## src/rtl/csr_access_ctrl_if.sv

```systemverilog
// Bundle of the request, response, trap and CSR-file signals around csr_access_ctrl.
// The slave side is the controller; the master side is the execute stage plus the CSR file.
interface csr_access_ctrl_if #(
    parameter int XLEN   = 64,
    parameter int CSR_AW = 12
);
    logic              req_valid;
    logic              req_ready;
    logic [2:0]        req_funct3;
    logic [CSR_AW-1:0] req_addr;
    logic [XLEN-1:0]   req_rs1_val;
    logic [4:0]        req_rs1_idx;

    logic              rsp_valid;
    logic              rsp_ready;
    logic [XLEN-1:0]   rsp_rdata;
    logic              rsp_illegal;

    logic              trap_valid;
    logic              trap_ready;
    logic [XLEN-1:0]   trap_epc;
    logic [XLEN-1:0]   trap_cause;

    logic [CSR_AW-1:0] csr_raddr;
    logic [XLEN-1:0]   csr_rdata;
    logic [CSR_AW-1:0] csr_waddr;
    logic [XLEN-1:0]   csr_wdata;
    logic              csr_we;

    modport slave (
        input  req_valid, req_funct3, req_addr, req_rs1_val, req_rs1_idx,
        output req_ready,
        output rsp_valid, rsp_rdata, rsp_illegal,
        input  rsp_ready,
        input  trap_valid, trap_epc, trap_cause,
        output trap_ready,
        output csr_raddr, csr_waddr, csr_wdata, csr_we,
        input  csr_rdata
    );

    modport master (
        output req_valid, req_funct3, req_addr, req_rs1_val, req_rs1_idx,
        input  req_ready,
        input  rsp_valid, rsp_rdata, rsp_illegal,
        output rsp_ready,
        output trap_valid, trap_epc, trap_cause,
        input  trap_ready,
        input  csr_raddr, csr_waddr, csr_wdata, csr_we,
        output csr_rdata
    );
endinterface

```

## src/rtl/csr_access_ctrl.sv

```systemverilog
// Sequences Zicsr read-modify-write accesses and trap-entry MEPC/MCAUSE writes
// onto the single write port of the machine-mode CSR file; traps take priority.
module csr_access_ctrl #(
    parameter int                XLEN        = 64,
    parameter int                CSR_AW      = 12,
    parameter logic [CSR_AW-1:0] MEPC_ADDR   = 12'h341,
    parameter logic [CSR_AW-1:0] MCAUSE_ADDR = 12'h342
) (
    input logic               clk,
    input logic               rst_n,
    csr_access_ctrl_if.slave  bus
);

    typedef enum logic [2:0] {
        IDLE, READ, WRITE, RESP, TRAP_EPC, TRAP_CAUSE
    } state_t;

    state_t            state_q, state_d;
    logic              active_q;
    logic [2:0]        funct3_q, funct3_d;
    logic [CSR_AW-1:0] addr_q, addr_d;
    logic [XLEN-1:0]   rs1_val_q, rs1_val_d;
    logic [4:0]        rs1_idx_q, rs1_idx_d;
    logic [XLEN-1:0]   epc_q, epc_d;
    logic [XLEN-1:0]   cause_q, cause_d;
    logic [XLEN-1:0]   old_q, old_d;
    logic [XLEN-1:0]   wval_q, wval_d;
    logic              illegal_q, illegal_d;

    logic [XLEN-1:0]   operand;
    logic              wr_attempt;
    logic              illegal_now;

    function automatic logic [XLEN-1:0] rmw_value(input logic [1:0]      op,
                                                  input logic [XLEN-1:0] old,
                                                  input logic [XLEN-1:0] opnd);
        case (op)
            2'b01:   rmw_value = opnd;
            2'b10:   rmw_value = old | opnd;
            2'b11:   rmw_value = old & ~opnd;
            default: rmw_value = old;
        endcase
    endfunction

    // Set/clear with x0 (or uimm 0) is a pure read and must not fault on read-only CSRs.
    always_comb begin
        operand     = funct3_q[2] ? {{(XLEN-5){1'b0}}, rs1_idx_q} : rs1_val_q;
        wr_attempt  = (funct3_q[1:0] == 2'b01) || (funct3_q[1] && (rs1_idx_q != 5'd0));
        illegal_now = (funct3_q[1:0] == 2'b00) ||
                      (wr_attempt && (addr_q[CSR_AW-1 -: 2] == 2'b11));
    end

    always_comb begin
        state_d   = state_q;
        funct3_d  = funct3_q;
        addr_d    = addr_q;
        rs1_val_d = rs1_val_q;
        rs1_idx_d = rs1_idx_q;
        epc_d     = epc_q;
        cause_d   = cause_q;
        old_d     = old_q;
        wval_d    = wval_q;
        illegal_d = illegal_q;

        bus.req_ready   = 1'b0;
        bus.trap_ready  = 1'b0;
        bus.rsp_valid   = 1'b0;
        bus.rsp_rdata   = '0;
        bus.rsp_illegal = 1'b0;
        bus.csr_raddr   = '0;
        bus.csr_waddr   = '0;
        bus.csr_wdata   = '0;
        bus.csr_we      = 1'b0;

        case (state_q)
            IDLE: begin
                bus.trap_ready = active_q;
                bus.req_ready  = active_q && !bus.trap_valid;
                if (active_q && bus.trap_valid) begin
                    epc_d   = bus.trap_epc;
                    cause_d = bus.trap_cause;
                    state_d = TRAP_EPC;
                end else if (active_q && bus.req_valid) begin
                    funct3_d  = bus.req_funct3;
                    addr_d    = bus.req_addr;
                    rs1_val_d = bus.req_rs1_val;
                    rs1_idx_d = bus.req_rs1_idx;
                    state_d   = READ;
                end
            end
            READ: begin
                bus.csr_raddr = addr_q;
                old_d         = bus.csr_rdata;
                wval_d        = rmw_value(funct3_q[1:0], bus.csr_rdata, operand);
                illegal_d     = illegal_now;
                state_d       = (!illegal_now && wr_attempt) ? WRITE : RESP;
            end
            WRITE: begin
                bus.csr_we    = 1'b1;
                bus.csr_waddr = addr_q;
                bus.csr_wdata = wval_q;
                state_d       = RESP;
            end
            RESP: begin
                bus.rsp_valid   = 1'b1;
                bus.rsp_rdata   = illegal_q ? '0 : old_q;
                bus.rsp_illegal = illegal_q;
                if (bus.rsp_ready) state_d = IDLE;
            end
            TRAP_EPC: begin
                bus.csr_we    = 1'b1;
                bus.csr_waddr = MEPC_ADDR;
                bus.csr_wdata = epc_q;
                state_d       = TRAP_CAUSE;
            end
            TRAP_CAUSE: begin
                bus.csr_we    = 1'b1;
                bus.csr_waddr = MCAUSE_ADDR;
                bus.csr_wdata = cause_q;
                state_d       = IDLE;
            end
            default: state_d = IDLE;
        endcase
    end

    // Handshakes stay closed until the first clock after reset release.
    always_ff @(posedge clk or negedge rst_n) begin
        if (!rst_n) begin
            state_q  <= IDLE;
            active_q <= 1'b0;
        end else begin
            state_q  <= state_d;
            active_q <= 1'b1;
        end
    end

    always_ff @(posedge clk) begin
        funct3_q  <= funct3_d;
        addr_q    <= addr_d;
        rs1_val_q <= rs1_val_d;
        rs1_idx_q <= rs1_idx_d;
        epc_q     <= epc_d;
        cause_q   <= cause_d;
        old_q     <= old_d;
        wval_q    <= wval_d;
        illegal_q <= illegal_d;
    end

endmodule

```

## src/flat_wrapper.sv

```systemverilog
// flat-port wrapper written by rule: the top's interface ports become plain ports
module csr_access_ctrl_flat 
#(
    parameter int                XLEN        = 64,
    parameter int                CSR_AW      = 12,
    parameter logic [CSR_AW-1:0] MEPC_ADDR   = 12'h341,
    parameter logic [CSR_AW-1:0] MCAUSE_ADDR = 12'h342
)
  (clk, rst_n, bus_req_valid, bus_req_funct3, bus_req_addr, bus_req_rs1_val, bus_req_rs1_idx, bus_req_ready, bus_rsp_valid, bus_rsp_rdata, bus_rsp_illegal, bus_rsp_ready, bus_trap_valid, bus_trap_epc, bus_trap_cause, bus_trap_ready, bus_csr_raddr, bus_csr_waddr, bus_csr_wdata, bus_csr_we, bus_csr_rdata);
  csr_access_ctrl_if #(.XLEN(XLEN), .CSR_AW(CSR_AW)) bus_i ();
  input logic clk;
  input logic rst_n;
  input wire logic [$bits(bus_i.req_valid)-1:0] bus_req_valid;
  input wire logic [$bits(bus_i.req_funct3)-1:0] bus_req_funct3;
  input wire logic [$bits(bus_i.req_addr)-1:0] bus_req_addr;
  input wire logic [$bits(bus_i.req_rs1_val)-1:0] bus_req_rs1_val;
  input wire logic [$bits(bus_i.req_rs1_idx)-1:0] bus_req_rs1_idx;
  output wire logic [$bits(bus_i.req_ready)-1:0] bus_req_ready;
  output wire logic [$bits(bus_i.rsp_valid)-1:0] bus_rsp_valid;
  output wire logic [$bits(bus_i.rsp_rdata)-1:0] bus_rsp_rdata;
  output wire logic [$bits(bus_i.rsp_illegal)-1:0] bus_rsp_illegal;
  input wire logic [$bits(bus_i.rsp_ready)-1:0] bus_rsp_ready;
  input wire logic [$bits(bus_i.trap_valid)-1:0] bus_trap_valid;
  input wire logic [$bits(bus_i.trap_epc)-1:0] bus_trap_epc;
  input wire logic [$bits(bus_i.trap_cause)-1:0] bus_trap_cause;
  output wire logic [$bits(bus_i.trap_ready)-1:0] bus_trap_ready;
  output wire logic [$bits(bus_i.csr_raddr)-1:0] bus_csr_raddr;
  output wire logic [$bits(bus_i.csr_waddr)-1:0] bus_csr_waddr;
  output wire logic [$bits(bus_i.csr_wdata)-1:0] bus_csr_wdata;
  output wire logic [$bits(bus_i.csr_we)-1:0] bus_csr_we;
  input wire logic [$bits(bus_i.csr_rdata)-1:0] bus_csr_rdata;
  assign bus_i.req_valid = bus_req_valid;
  assign bus_i.req_funct3 = bus_req_funct3;
  assign bus_i.req_addr = bus_req_addr;
  assign bus_i.req_rs1_val = bus_req_rs1_val;
  assign bus_i.req_rs1_idx = bus_req_rs1_idx;
  assign bus_req_ready = bus_i.req_ready;
  assign bus_rsp_valid = bus_i.rsp_valid;
  assign bus_rsp_rdata = bus_i.rsp_rdata;
  assign bus_rsp_illegal = bus_i.rsp_illegal;
  assign bus_i.rsp_ready = bus_rsp_ready;
  assign bus_i.trap_valid = bus_trap_valid;
  assign bus_i.trap_epc = bus_trap_epc;
  assign bus_i.trap_cause = bus_trap_cause;
  assign bus_trap_ready = bus_i.trap_ready;
  assign bus_csr_raddr = bus_i.csr_raddr;
  assign bus_csr_waddr = bus_i.csr_waddr;
  assign bus_csr_wdata = bus_i.csr_wdata;
  assign bus_csr_we = bus_i.csr_we;
  assign bus_i.csr_rdata = bus_csr_rdata;
  csr_access_ctrl #(.XLEN(XLEN), .CSR_AW(CSR_AW), .MEPC_ADDR(MEPC_ADDR), .MCAUSE_ADDR(MCAUSE_ADDR)) u_core (.clk(clk), .rst_n(rst_n), .bus(bus_i));
endmodule
```

## config.mk

```make
export PLATFORM = sky130hd
export DESIGN_NAME = csr_access_ctrl_flat
export DESIGN_NICKNAME = d
export VERILOG_FILES = /design/src/rtl/csr_access_ctrl_if.sv /design/src/rtl/csr_access_ctrl.sv /design/src/flat_wrapper.sv
export SDC_FILE = /design/constraint.sdc
export NUM_CORES = 1
export LEC_CHECK = 0
export CAP_MARGIN = 20
export CORE_ASPECT_RATIO = 1.5
export CORE_MARGIN = 2
export CORE_UTILIZATION = 43
export CTS_CLUSTER_DIAMETER = 120
export CTS_CLUSTER_SIZE = 10
export DETAILED_ROUTE_END_ITERATION = 7
export PLACE_DENSITY = 0.8
export SLEW_MARGIN = 20
export SYNTH_ARGS = -nofsm -noshare
export SYNTH_HDL_FRONTEND = slang
export SYNTH_SLANG_ARGS = --single-unit
```

## constraint.sdc

```tcl
create_clock -name clk -period 7.7 [get_ports clk]
set_input_delay 0.77 -clock clk [delete_from_list [all_inputs] [get_ports clk]]
set_output_delay 0.77 -clock clk [all_outputs]
set_load 0.005 [all_outputs]
```

==> results.json, run 1 <==
{
  "status": "finished clean",
  "syn_inst": 982,
  "place_congestion": 0.823,
  "tns_ns": 0,
  "timing_worst_setup_path_type": "register to output pin",
  "clkLatencyLatePin_ns": 0.52,
  "ioPinCount": 438,
  "antenna_found_initial": 4,
  "endpoint_kind": "output pin",
  "async_reset_ff_frac": 0.0116,
  "yosysWarnings": 0,
  "syn_nets": 1263,
  "power.switching_mw": 1.56,
  "row_count": 81,
  "critPathArrivalTime_ns": 3.81,
  "synth_edf_count": 341,
  "maxSlewHeadroom": 0.267,
  "synthDominantCellAreaShare": 0.715,
  "cts.sinks": 345,
  "via_count": 9630,
  "setup_viol": 0,
  "crit_required_ns": 6.93,
  "drv_cap": 0,
  "cts_buffer_depth": 3,
  "cts-resized-gates": 0,
  "overflow": 0,
  "power_switching_share": 0.273,
  "final-max-slew-violation-count": 0,
  "die_height_microns": 228,
  "core_area_sq_um": 32700,
  "synth_seq_cells": 345,
  "synthDistinctLibCells": 36,
  "power_frac_clock": 0.285,
  "die_w_microns": 153,
  "placed_area_sq_um": 19000,
  "drc": 0,
  "n_fill_cell": 2442,
  "io_buffers": 437,
  "multiInputGateArea_sq_um": 3670,
  "irDropWorstVdd_mv": 0.216,
  "synth_area_leaders": "edfxtp_1 71%, mux2i_1 4.8%, a21oi_1 4.3%, and2_1 3.6%, xnor2_1 3.6%",
  "p_leak_nw": 6.84,
  "dp.cells": 1788,
  "design_area_sq_um": 20100,
  "drt_wl_total_microns": 40700,
  "rr_startpoint": "u_core.state_q[0]$_DFFE_PN0P_",
  "grt_pass1_wl_microns": 59400,
  "cts_buffers": 40,
  "track_usage": 0.226,
  "startpoint_type": "register",
  "clk_pin_slew_ns": 0.06,
  "drt_iter0_markers": 674,
  "wl_per_cell_microns": 22.1,
  "first_global_vias": 10100,
  "synth_ff_type": "edfxtp_1",
  "yosysTopAreaCell": "edfxtp_1",
  "power_frac_comb": 0.273,
  "cts_htree_levels": 2,
  "synth_area_sq_um": 14300,
  "final_cells": 1842,
  "drtAntennaViolNets": 0,
  "worst_pin_slew_ns": 1.10,
  "syn_area_per_cell_sq_um": 14.6,
  "finalHoldViolCount": 0,
  "cp-startpoint": "u_core.state_q[0]$_DFFE_PN0P_",
  "seqPwrFrac": 0.442,
  "drtPass1Iterations": 5,
  "hold_path.class": "input pin to async pin",
  "ys_seq_area_frac": 0.722,
  "fin_nets": 1696,
  "max_freq_mhz": 218,
  "rsz0062_at_grt": "no",
  "crit_fanout": 51,
  "areaGrowthSynthToFinish_pct": 40.3,
  "cell_internal_pwr_mw": 4.15,
  "power_mw": 5.71,
  "dieArea_sq_um": 34800,
  "cts_setup_buffers": 0,
  "via_per_inst": 5.23,
  "dp_hpwl_microns": 28700,
  "p_per_area_nw_per_um2": 284,
  "hold_buffers": 0,
  "timing.final.crit_share": 0.594,
  "post-route-min-period_ns": 4.58,
  "seqCellArea_sq_um": 10300,
  "initial_utilization": 0.438,
  "drive_gt1_frac": 0.0471,
  "clk_root_buffer_cell": "clkbuf_16",
  "grt_max_degree": 72,
  "cts_tree": "done",
  "skew_ns": 0.0186
}
worst max-delay path, stage by stage, from the launching register on:
cell	delay [ns]
dfrtp_4	0.73
nor3b_4	0.99
buf_4	0.69
nand2_1	0.12
o21ai_1	0.12
clkdlybuf4s50_1	0.56
path summary, 6_finish.rpt:
kind                                                       to  slack, ns  cells past startpoint
worst max register to register   u_core.cause_q[32]$_DFFE_PP_       4.13                      4
worst min register to register  u_core.state_q[2]$_DFFE_PN0P_       0.70                      2
worst min-delay path            u_core.state_q[2]$_DFFE_PN0P_       0.45                      1
min in group clk                u_core.state_q[2]$_DFFE_PN0P_       0.70                      2
max in group asynchronous       u_core.state_q[0]$_DFFE_PN0P_       7.05                      1
worst max-delay path                        bus_csr_wdata[38]       3.12                      5
power groups by stage:
stage | Sequential [mW] | Combinational, mW | Clock (mW)
3_3_place_gp | 2.56 | 1.53 | 0
3_5_place_dp | 2.56 | 1.57 | 0
2_1_floorplan | 2.48 | 0.775 | 0
6_report | 2.52 | 1.56 | 1.63
5_1_grt | 2.54 | 1.68 | 1.73
4_1_cts | 2.52 | 1.58 | 1.65
cells in the final DEF, fill, tap and decap left out, types with 4 or more instances in the layout:
cell               n
xor2_1             5
clkdlybuf4s50_1  437
and2_1            83
clkbuf_16         41
edfxtp_1         341
a21oi_1          123
buf_4             14
nor2_1             9
xnor2_1           59
clkbuf_1           8
nand2_1           72
o21ai_1           64
diode_2            4
nor2b_1           62
a2bb2oi_1          5
mux2i_1           69
per-stage QoR:
stage	utilization	hold slack (ns)	setup slack, ns
after global routing	0.614	0.448	2.95
after global placement	0.581	0.642	3.81
after floorplan	-	0.474	0.0385
after detailed placement	0.581	0.679	3.68
after CTS	0.614	0.437	3.11
final	0.614	0.455	3.12
sequential cells by signal (all words and copies together), names as in the netlist, 3 cells and up:
signal and flops:
u_core.old_q 64, u_core.addr_q 12, u_core.funct3_q 3, u_core.state_q 3, u_core.cause_q 64, u_core.rs1_val_q 64, u_core.wval_q 64, u_core.epc_q 64
u_core.rs1_idx_q 5
Yosys cell counts (all sizes together) (3+ instances only):
master and instances:
clkbuf 16, xor2 5, nor2 10, buf 44, mux2i 69, o21ai 64, nor2b 62, xnor2 59
nand2 72, nor3b 3, edfxtp 341, a21oi 123, dfrtp 4, a2bb2oi 5, and2 83
per-layer routing:
metal / global-route usage / up-vias / wire length (microns)
li1: - / 4427 / -
met1: 0.244 / 4677 / 14200
met2: 0.422 / 435 / 22200
met3: 0.0428 / 91 / 2420
met4: 0.112 / 0 / 1850
met5: 0 / - / 0
cells by family after synthesis:
| logic type | share of synthesized area |
|---|---|
| other | 0.000262 |
| xor gates and xnor gates | 0.0391 |
| DFF | 0.722 |
| muxes | 0.0482 |
| AOI/OAI and AO/OA | 0.0717 |
| buffers and inverters | 0.0241 |
| and+or+nand+nor | 0.0944 |
| adders and majority gates | 0.000699 |
final cells by class:
class                           count  share of cell area
Sequential cell                   345               0.515
Antenna cell                        4            0.000498
Inverter                            2            0.000374
Timing Repair Buffer              451               0.223
Clock buffer                       49              0.0525
Tap cell                          415              0.0258
Clock inverter                      1            0.000374
Multi-Input combinational cell    575               0.183
Note: power is estimated with default switching activity, not from simulation.
==> run 2: changes to the inputs <==
Clock period 7.7 ns to 3.8 ns, I/O delays scaled along.
==> run 2 against run 1 <==
Effect of this change:
- core utilization is 0.44 points higher
- first-iteration DRC count is 12% lower
- non-clock buffer count is 7 higher
- clock skew is 0.0042 ns higher
- worst hold slack worse by 0.39 ns
- cell count is 0.65% higher
- register-to-register slack worse by 2.9 ns
- clock power is 100% higher
- power is 110% higher
- sequential power is 100% higher
- flip-flop and latch count stayed put
- critical path depth is 1 higher
==> results.json, run 2 (synthesis gave the netlist of run 1 again) <==
{
  "status": "finished clean",
  "cp_slowest_cell": "dfrtp_1",
  "wl_per_cell_microns": 22.5,
  "antenna_found_initial": 12,
  "overflow": 0,
  "final_common_cell": "clkdlybuf4s50_1",
  "use_met2": 0.416,
  "busiest_layer": "met2",
  "max_freq_mhz": 307,
  "initial_utilization": 0.438,
  "dieArea_sq_um": 34800,
  "irDropWorstVdd_mv": 0.489,
  "cts.sinks": 345,
  "drv_cap": 0,
  "p_leak_nw": 6.91,
  "drtPass1Iterations": 7,
  "row_count": 81,
  "track_usage": 0.231,
  "finalHoldViolCount": 0,
  "grt_max_degree": 129,
  "cts_htree_levels": 2,
  "reg2reg_depth": 5,
  "p_per_area_nw_per_um2": 580,
  "startpoint_type": "register",
  "crit_path_cell_trace": "nor3b_4, buf_12, buf_4, nand2_1, o21ai_1, clkdlybuf4s50_1",
  "die_w_microns": 153,
  "timing.final.crit_share": 0.857,
  "clk_pin_slew_ns": 0.06,
  "fin_hold_ws_ns": 0.0662,
  "core_area_sq_um": 32700,
  "first_global_vias": 10400,
  "place_congestion": 0.829,
  "areaGrowthSynthToFinish_pct": 41.3,
  "drtAntennaViolNets": 0,
  "clk_root_buffer_cell": "clkbuf_16",
  "cts_buffers": 40,
  "via_per_inst": 5.24,
  "cp_top_family": "buffers and inverters",
  "drive_gt1_frac": 0.0531,
  "drt_wl_total_microns": 41700,
  "post-route-min-period_ns": 3.26,
  "tns_ns": 0,
  "grt_use_met1": 0.253,
  "skew_ns": 0.0228,
  "n_fill_cell": 2432,
  "timing_worst_setup_path_type": "register to output pin",
  "io_buffers": 437,
  "dp_hpwl_microns": 28300,
  "crit_fanout": 22,
  "cts_tree": "done",
  "layout_common_cells": "437 x clkdlybuf4s50_1, 341 x edfxtp_1, 123 x a21oi_1, 83 x and2_1, 72 x nand2_1",
  "path_depth": 6,
  "cts_setup_buffers": 0,
  "setup_viol": 0,
  "worst_pin_slew_ns": 0.889,
  "cp-startpoint": "u_core.state_q[1]$_DFFE_PN0P_",
  "fin_nets": 1703,
  "endpoint_kind": "output pin",
  "cts-resized-gates": 0,
  "drc": 0,
  "hold_buffers": 0,
  "ioPinCount": 438,
  "clkLatencyLatePin_ns": 0.54,
  "rsz0062_at_grt": "no",
  "maxSlewHeadroom": 0.407,
  "final-max-slew-violation-count": 0,
  "worstPathBufferInverterCount": 3,
  "drt_iter0_markers": 592,
  "crit_required_ns": 3.42,
  "crit_path_max_incr_delay_ns": 0.66,
  "use_met3": 0.0565,
  "grt_pass1_wl_microns": 61000,
  "via_count": 9707,
  "die_height_microns": 228,
  "hold_path.class": "input pin to async pin",
  "critPathArrivalTime_ns": 2.88,
  "rr_startpoint": "u_core.state_q[0]$_DFFE_PN0P_",
  "cts_buffer_depth": 3
}
## run 2: cell types whose count changed in the layout (fill, tap and decap cells not counted), sizes merged
cell	change
buf	+7
clkbuf	-1
diode	+4
inv	+2
## run 2: report_power, final
| part | switching [mW] | internal, mW | total (mW) |
|---|---|---|---|
| Clock | 1.40 | 1.93 | 3.33 |
| Sequential | 0.201 | 4.82 | 5.03 |
| Combinational | 1.62 | 1.76 | 3.38 |
## run 2: final timing paths
kind,endpoint,slack (ns)
max,bus_csr_wdata[36],0.54
min,u_core.state_q[0]$_DFFE_PN0P_,0.07
max reg2reg,u_core.rs1_val_q[32]$_DFFE_PP_,1.27
min reg2reg,u_core.state_q[2]$_DFFE_PN0P_,0.64
max in group asynchronous,u_core.state_q[0]$_DFFE_PN0P_,3.52
min in group clk,u_core.rs1_val_q[54]$_DFFE_PP_,0.40
## run 2: per-layer routing
metal	part of all wire	vias up
li1	-	4441
met1	0.35	4659
met2	0.54	486
met3	0.070	113
met4	0.046	8
met5	0.0014	-
## run 2: layout make-up
type	instances	area, sq um	share of cell area
sequential	345	10300	0.511
clock inverter	3	25.0	0.00124
clock buffer	48	1050	0.0520
timing repair buffer	458	4590	0.227
antenna	8	20.0	0.000989
multi-input combinational	575	3680	0.182
inverter	2	7.51	0.000371
tap	415	519	0.0257
## run 2: through the flow
| step | setup slack [ns] | power, mW | utilization | area (sq um) | std cells |
|---|---|---|---|---|---|
| after floorplan | 0.251 | 6.57 | - | 14300 | 982 |
| after global placement | 1.18 | 8.40 | 0.585 | 19100 | 1795 |
| after detailed placement | 1.09 | 8.48 | 0.585 | 19100 | 1795 |
| after CTS | 0.505 | 11.8 | 0.618 | 20200 | 1846 |
| after global routing | 0.368 | 12.2 | 0.618 | 20200 | 1854 |
| final | 0.542 | 11.7 | 0.618 | 20200 | 1854 |
